--- config.mk ---
export PLATFORM = sky130hd
export DESIGN_NAME = cic_decim_960k_32k
export DESIGN_NICKNAME = d
export VERILOG_FILES = /design/src/rtl/fm_pkg.sv /design/src/rtl/cic_integrator.sv /design/src/rtl/cic_decim_960k_32k.sv
export SDC_FILE = /design/constraint.sdc
export NUM_CORES = 1
export LEC_CHECK = 0
export CAP_MARGIN = 40
export CORE_UTILIZATION = 31
export DETAILED_ROUTE_END_ITERATION = 7
export GPL_TIMING_DRIVEN = 0
export PLACE_DENSITY = 0.48
export RECOVER_POWER = 50
export SYNTH_ARGS = -nofsm -noshare
export SYNTH_HDL_FRONTEND = slang
export SYNTH_HIERARCHICAL = 1
export SYNTH_SLANG_ARGS = --single-unit
--- constraint.sdc ---
create_clock -name clk240m -period 10.4 [get_ports clk240m]
set_input_delay 3.12 -clock clk240m [delete_from_list [all_inputs] [get_ports clk240m]]
set_output_delay 3.12 -clock clk240m [all_outputs]
set_load 0.01 [all_outputs]
--- src/rtl/fm_pkg.sv ---
// Shared constants and types for the baseband CIC decimator.
//   CIC_N      number of integrator / comb stages
//   CIC_R      nominal decimation ratio (960 kHz -> 32 kHz)
//   CIC_ACC_W  accumulator width = input width + ceil(N*log2(R))
package fm_pkg;

    localparam int CIC_N     = 4;
    localparam int CIC_R     = 30;
    localparam int CIC_ACC_W = 16 + $clog2(CIC_R ** CIC_N);

    typedef logic signed [CIC_ACC_W-1:0] cic_acc_t;

    typedef enum logic [1:0] {IDLE, COMB, OUT} cic_state_t;

endpackage

--- src/rtl/cic_integrator.sv ---
// One CIC integrator stage: an enabled modulo-2^W accumulator.
//   clk  in   clock
//   rst  in   asynchronous active-high reset, clears the accumulator
//   en   in   accumulate enable (input-rate strobe)
//   din  in   W-bit addend (previous stage's registered output)
//   acc  out  W-bit accumulator value
module cic_integrator #(
    parameter int W = 36
) (
    input  logic         clk,
    input  logic         rst,
    input  logic         en,
    input  logic [W-1:0] din,
    output logic [W-1:0] acc
);

    // Wrap-around is intended; the combs undo it as long as W covers the gain.
    always_ff @(posedge clk or posedge rst) begin
        if (rst)
            acc <= '0;
        else if (en)
            acc <= acc + din;
    end

endmodule

--- src/rtl/cic_decim_960k_32k.sv ---
// N-stage CIC decimator (M=1), 960 kHz in, 32 kHz out, all on clk240m.
// Integrators run on en960k; at en32k the last integrator is captured and a
// sequencer runs the N comb stages one per clock, then publishes the MSBs.
//   clk240m    in   system clock
//   rst240m    in   asynchronous active-high reset
//   en960k     in   input-rate strobe, in_data valid this cycle
//   en32k      in   output-rate strobe (decimation instant)
//   in_data    in   signed IN_W sample
//   out_data   out  signed OUT_W decimated sample, held between updates
//   out_valid  out  one-cycle pulse, N+1 cycles after the accepted en32k
module cic_decim_960k_32k
    import fm_pkg::*;
#(
    parameter int IN_W  = 16,
    parameter int OUT_W = 16,
    parameter int N     = CIC_N,
    parameter int R     = CIC_R
) (
    input  logic                    clk240m,
    input  logic                    rst240m,
    input  logic                    en960k,
    input  logic                    en32k,
    input  logic signed [IN_W-1:0]  in_data,
    output logic signed [OUT_W-1:0] out_data,
    output logic                    out_valid
);

    localparam int ACC_W = IN_W + $clog2(R ** N);
    localparam int SW    = (N > 1) ? $clog2(N) : 1;

    // ichain[0] is the sign-extended input, ichain[k] is integrator k.
    logic [ACC_W-1:0] ichain [N+1];

    assign ichain[0] = {{(ACC_W-IN_W){in_data[IN_W-1]}}, in_data};

    for (genvar g = 0; g < N; g++) begin : g_int
        cic_integrator #(.W(ACC_W)) u_int (
            .clk (clk240m),
            .rst (rst240m),
            .en  (en960k),
            .din (ichain[g]),
            .acc (ichain[g+1])
        );
    end

    cic_state_t       state, state_nx;
    logic [SW-1:0]    stg;          // comb stage being processed (0 = first)
    logic [ACC_W-1:0] cap;          // last integrator at the decimation instant
    logic [ACC_W-1:0] ypipe;        // output of the previous comb stage
    logic [ACC_W-1:0] dly [N];      // one-sample comb delays
    logic [ACC_W-1:0] yin, ynew;
    logic             start, last;

    always_comb begin
        state_nx = state;
        start    = 1'b0;
        last     = (stg == SW'(N-1));
        yin      = (stg == '0) ? cap : ypipe;
        ynew     = yin - dly[stg];
        case (state)
            // en32k in COMB/OUT is dropped: only one decimation in flight.
            IDLE:    if (en32k) begin
                         start    = 1'b1;
                         state_nx = COMB;
                     end
            COMB:    if (last) state_nx = OUT;
            OUT:     state_nx = IDLE;
            default: state_nx = IDLE;
        endcase
    end

    always_ff @(posedge clk240m or posedge rst240m) begin
        if (rst240m) begin
            state     <= IDLE;
            stg       <= '0;
            cap       <= '0;
            ypipe     <= '0;
            for (int i = 0; i < N; i++) dly[i] <= '0;
            out_data  <= '0;
            out_valid <= 1'b0;
        end else begin
            state     <= state_nx;
            out_valid <= 1'b0;
            if (start) begin
                // Registered value, i.e. before any same-cycle en960k update.
                cap <= ichain[N];
                stg <= '0;
            end
            if (state == COMB) begin
                dly[stg] <= yin;
                ypipe    <= ynew;
                stg      <= stg + SW'(1);
                // Publish on the last stage so data and pulse appear together
                // in the OUT cycle.
                if (last) begin
                    out_data  <= ynew[ACC_W-1 -: OUT_W];
                    out_valid <= 1'b1;
                end
            end
        end
    end

endmodule
After elaboration in Yosys (flattened, before gate mapping)
Cells that the tools add are included.

word-level totals
  bits in registers = 381
  input port bits = 20
  output and inout bits = 17

cells by class
  add/sub/neg operators = 6
  order comparisons = 2
  eq/ne operators = 4
  muxes and demuxes = 16
  bitwise operators = 1
  reduce and logical (&&, ||, !) cells = 6

operator list
  kind                                                                  number
  36-bit adder                                                          4
  144-bit bitwise mux                                                   1
  36-bit 2-to-1 mux                                                     4
  36-bit binary-select mux with 2-bit select                            1
  36-bit demux with 2-bit select                                        1
  36-bit subtractor                                                     1
  2-bit 2-to-1 mux                                                      4
  2-bit zero test                                                       2
  1-bit 2-to-1 mux                                                      4
  2-bit inequality test, second input constant                          2
  2-bit one-hot mux with 2 select lines                                 1
  2-bit AND reduction                                                   2
  3-bit greater-or-equal comparator, second input constant              1
  3-bit by 1-bit < comparator with 1-bit output, second input constant  1
  2-bit inverter with 3-bit output                                      1
  2-bit by 1-bit adder with 2-bit output, second input constant         1
  2-bit by 1-bit == test with 1-bit output, second input constant       1
  2-bit == test, second input constant                                  1
  2-bit nonzero test                                                    1
  1-bit logical AND                                                     1

Depth between registers and ports, before layout
  depth after elaboration = 6
  gate-level depth with buffers = 18
  gate-level depth less buffers = 12

Modules after synthesis
The synthesis kept the hierarchy.

by module, submodules not included
  module                               times used  cells an instance  area each (µm²)
  cic_decim_960k_32k                   1           1244               12548.3
  cic_integrator (g_int[1].u_int ...)  3           360                3248.1
  cic_integrator (g_int[0].u_int)      1           375                3331.9

Least setup slack after synthesis
No wires, ideal clock.

  path kind = input -> register
  from = in in_data[0]
  to = reg g_int[0].u_int.acc[34]
  setup time = 125 ps
  arrival time = 5241 ps
  required time = 10275 ps
  slack = 5034 ps
  stages = 10
  path buffers = 0
  path through = ha_1 > fa_1 > a21oi_1 > o211ai_1 > a211oi_2 > nor2_2 > a21o_1 > a311o_1 > xor2_1 > mux2_2

on the way
  word-level cells in the longest chain between the ends = 1

ends and longest elaborated chain
  item                    RTL line                  RTL
  start: declaration      cic_decim_960k_32k.sv:23  input logic signed [IN_W-1:0] in_data,
  36-bit adder            cic_integrator.sv:22      acc <= acc + din;
  end signal: assignment  cic_integrator.sv:22
  end: declaration        cic_integrator.sv:14      output logic [W-1:0] acc

No other way between the ends.
A chain may end at the register's enable or synchronous reset.

==> flow_summary.json <==
{
  "drt-wirelength-per-cell_um": 19.6,
  "regArea_um2": 9530,
  "synth_area_um2": 25600,
  "maxCapViolCount": 3,
  "setup_total_negative_slack_ns": 0,
  "globalRouteOverflowTotal": 0,
  "antenna_left": 0,
  "final_period_minus_worst_setup_slack_ns": 7.23,
  "cts_tree": "yes",
  "cts-htree-levels": 2,
  "max_clock_freq_mhz": 138,
  "fin_util_pct": 35.3,
  "synthCells": 2699,
  "synth-edff-count": 0,
  "grt_usage_pct": 18.3,
  "cts_hold_buffers": 0,
  "layout-drive-gt1-share_pct": 12.6,
  "synth-seq-cells": 381,
  "reg2reg_from": "stg[0]",
  "drt-pass1-iter-count": 5,
  "detailed_place_hpwl_mm": 58.3,
  "final_weighted_congestion_in_routability_driven_placement": 0.884,
  "synth_compound_gate_area_share_pct": 19.5,
  "final.setup_skew_ns": 0.0202,
  "cts_root_buf": "clkbuf_16",
  "syn-num-nets": 2903,
  "die_w_um": 290,
  "final-max-slew-violation-count": 152,
  "io_buffers": 36,
  "timing.final.hold_violations": 0,
  "status": "finished with violations",
  "ys.warnings.count": 6,
  "grt_antenna_before_repair": 1,
  "timing.slew.headroom_pct": -257,
  "postSynthAreaPerCell_um2": 9.49,
  "initial_core_util_pct": 31.3,
  "fillCellCount": 8430,
  "routed-via-count": 21246,
  "yosys.cell_types.count": 94,
  "finish.net_count": 2997,
  "r2r_end": "out_data[13]",
  "n_antenna_cell": 0,
  "drtIter0Drc": 1530,
  "floorplan.io_pins": 37,
  "core_area_um2": 82000,
  "synth_xor_xnor_area_share_pct": 4.00,
  "worst_r2r_path_depth": 19,
  "worst_path_dominant_cell_family": "buffers and inverters",
  "unrepaired_setup_endpoints_after_global_routing": "no",
  "failed_checks": "max-capacitance violations, max-slew violations",
  "clock_tree.buffer_depth": 3,
  "clk_pin_slew_ns": 0.06,
  "holdCritStartpoint": "dly[0]",
  "critical-path-slowest-cell": "clkinvlp_2",
  "worst-endpoint-required_ns": 10.15,
  "clk_latency_ns": 0.60,
  "async_reset_ff_share_pct": 100,
  "yosysSeqAreaShare_pct": 37.2,
  "timing.critical_path.from_type": "primary input",
  "cp.arrival_ns": 6.97,
  "multiInputGateArea_um2": 15200,
  "routed_wl_mm": 76.5,
  "global_route_wire_length_before_repair_mm": 121,
  "synth_simple_gate_area_share_pct": 13.9,
  "grt_pass1_vias": 20970,
  "largest_family_of_logic_cells_by_synthesized_area": "compound AO/OA/AOI/OAI gates",
  "cp-end-kind": "asynchronous set/reset pin",
  "critPathBufInv": 2,
  "path_class": "primary input to asynchronous set/reset pin",
  "synthToLayoutAreaGrowth_pct": 13.1,
  "fp.dieArea_um2": 83800,
  "hold_ws_ns": 0.476,
  "synth-main-ff-cell": "dfrtp_1",
  "drt_drc_violations_left": 0,
  "die_height_um": 290,
  "synth-adder-area-share_pct": 9.13,
  "row_count": 105,
  "timing.critical_path.cells": "dlygate4sd3_1 > clkinvlp_2",
  "final_cell_area_um2": 29000,
  "timing.critical_path.slowest_cell_delay_ns": 3.00,
  "hold_depth": 2,
  "cts_buffers": 46,
  "placed_cell_area_um2": 27500,
  "synthMuxAreaShare_pct": 12.6,
  "timing.critical_path.fanout_max": 114,
  "ff2ff_setup_slack_ns": 3.51,
  "hold_class": "flop to flop",
  "finalSetupViolCount": 0,
  "whs_endpoint": "dly[0]",
  "cts-resized-gates": 0,
  "grt_start_max_net_pins": 125,
  "timing.final.crit_share_pct": 69.5,
  "max_slew.worst_pin.slew_ns": 5.32,
  "vias_per_cell": 5.45,
  "clock-sinks": 381,
  "post_cts.repair.setup_buffers": 0
}
==> per-layer routing <==
metal  routed length [um]  vias up  GRT usage (%)
li1                     -    10093              -
met1                37800    10562           27.1
met2                33100      503           27.9
met3                 3840       86           2.54
met4                 1680        2           4.73
met5                   13        -              0
==> how the worst max path moves through the flow <==
stage / startpoint / endpoint / slack [ns] / cells after the start
after detailed placement: in_data[15] / g_int[0].u_int/acc[34] / 3.84 / 11
after global placement: rst240m / dly[72] / -2.68 / 2
final: rst240m / dly[68] / 3.17 / 2
after CTS: stg[0] / out_data[2] / 4.01 / 16
after global routing: rst240m / dly[68] / 2.30 / 2
after floorplan: rst240m / cap[0] / 0.78 / 1
==> cell usage in the layout (no fill, tap or decap), types with 65 or more instances in the layout <==
cell type	synthesis	routed
mux2_2	166	166
a21o_1	65	65
a21oi_1	203	203
ha_1	179	179
nand2_1	321	321
xnor2_1	66	66
dfrtp_1	381	381
nand3_1	65	65
o21ai_0	221	221
clkbuf_1	91	107
inv_1	122	120
nor2_1	139	139
==> kinds of logic (layout without fill, tap and decap cells) <==
family / Yosys count / in the layout
AND/OR/NAND/NOR: 758 / 758
XOR/XNOR: 117 / 117
AO/OA/AOI/OAI: 763 / 763
buffers and inverters: 241 / 372
adder cells (fa/ha/maj): 184 / 184
multiplexers: 255 / 255
flip-flops: 381 / 381
==> stage by stage <==
step / setup WS [ns] / cells
final: 3.17 / 3900
after global routing: 2.30 / 3900
after global placement: -2.68 / 3805
after floorplan: 0.777 / 2699
after detailed placement: 3.84 / 3815
after CTS: 4.01 / 3900
==> cells in the mapped netlist, drive strengths merged, types with 15 or more instances <==
| master | instances | area, um2 |
|---|---|---|
| xor2 | 51 | 447 |
| dfrtp | 381 | 9530 |
| o21bai | 22 | 165 |
| o21ai | 234 | 1190 |
| a21oi | 205 | 1040 |
| mux2i | 51 | 510 |
| a21o | 65 | 488 |
| nor2 | 140 | 528 |
| nand2 | 323 | 1220 |
| o211ai | 18 | 135 |
| nor2b | 19 | 119 |
| nand2b | 16 | 100 |
| a211oi | 15 | 123 |
| nand4 | 40 | 269 |
| o21a | 30 | 248 |
| nor3 | 63 | 330 |
| mux2 | 168 | 1900 |
| clkbuf | 93 | 352 |
| nand3 | 65 | 325 |
| and3 | 23 | 149 |
| or3 | 17 | 113 |
| buf | 23 | 111 |
| a31oi | 15 | 93.8 |
| inv | 122 | 458 |
| mux4 | 36 | 811 |
| xnor2 | 66 | 578 |
| o31ai | 26 | 260 |
| ha | 179 | 2240 |
==> flip-flops by register name, summed over array words and instances, names as in the netlist <==
register and cells:
dly 144, g_int.u_int/acc 144, out_data 16, cap 36
state 2, stg 2, out_valid 1, ypipe 36
==> worst reg2reg max path, delay by kind of cell (launching register included) <==
kind | cells | cell delay [ns]
flip-flops | 1 | 0.51
buffers and inverters | 9 | 2.99
AO/OA/AOI/OAI | 5 | 1.11
adder cells (fa/ha/maj) | 2 | 0.54
multiplexers | 1 | 0.43
AND/OR/NAND/NOR | 2 | 1.18
==> area by class of cell <==
class / count / area share [%]
Clock buffer: 61 / 4.41
Multi-Input combinational cell: 2077 / 52.3
Buffer: 116 / 1.60
Timing Repair Buffer: 46 / 1.60
Tap cell: 1070 / 4.62
Clock inverter: 24 / 0.933
Inverter: 125 / 1.62
Sequential cell: 381 / 32.9
Power is not shown: default switching activity piles up to over one toggle a cycle in this logic, so the estimate is an artifact.
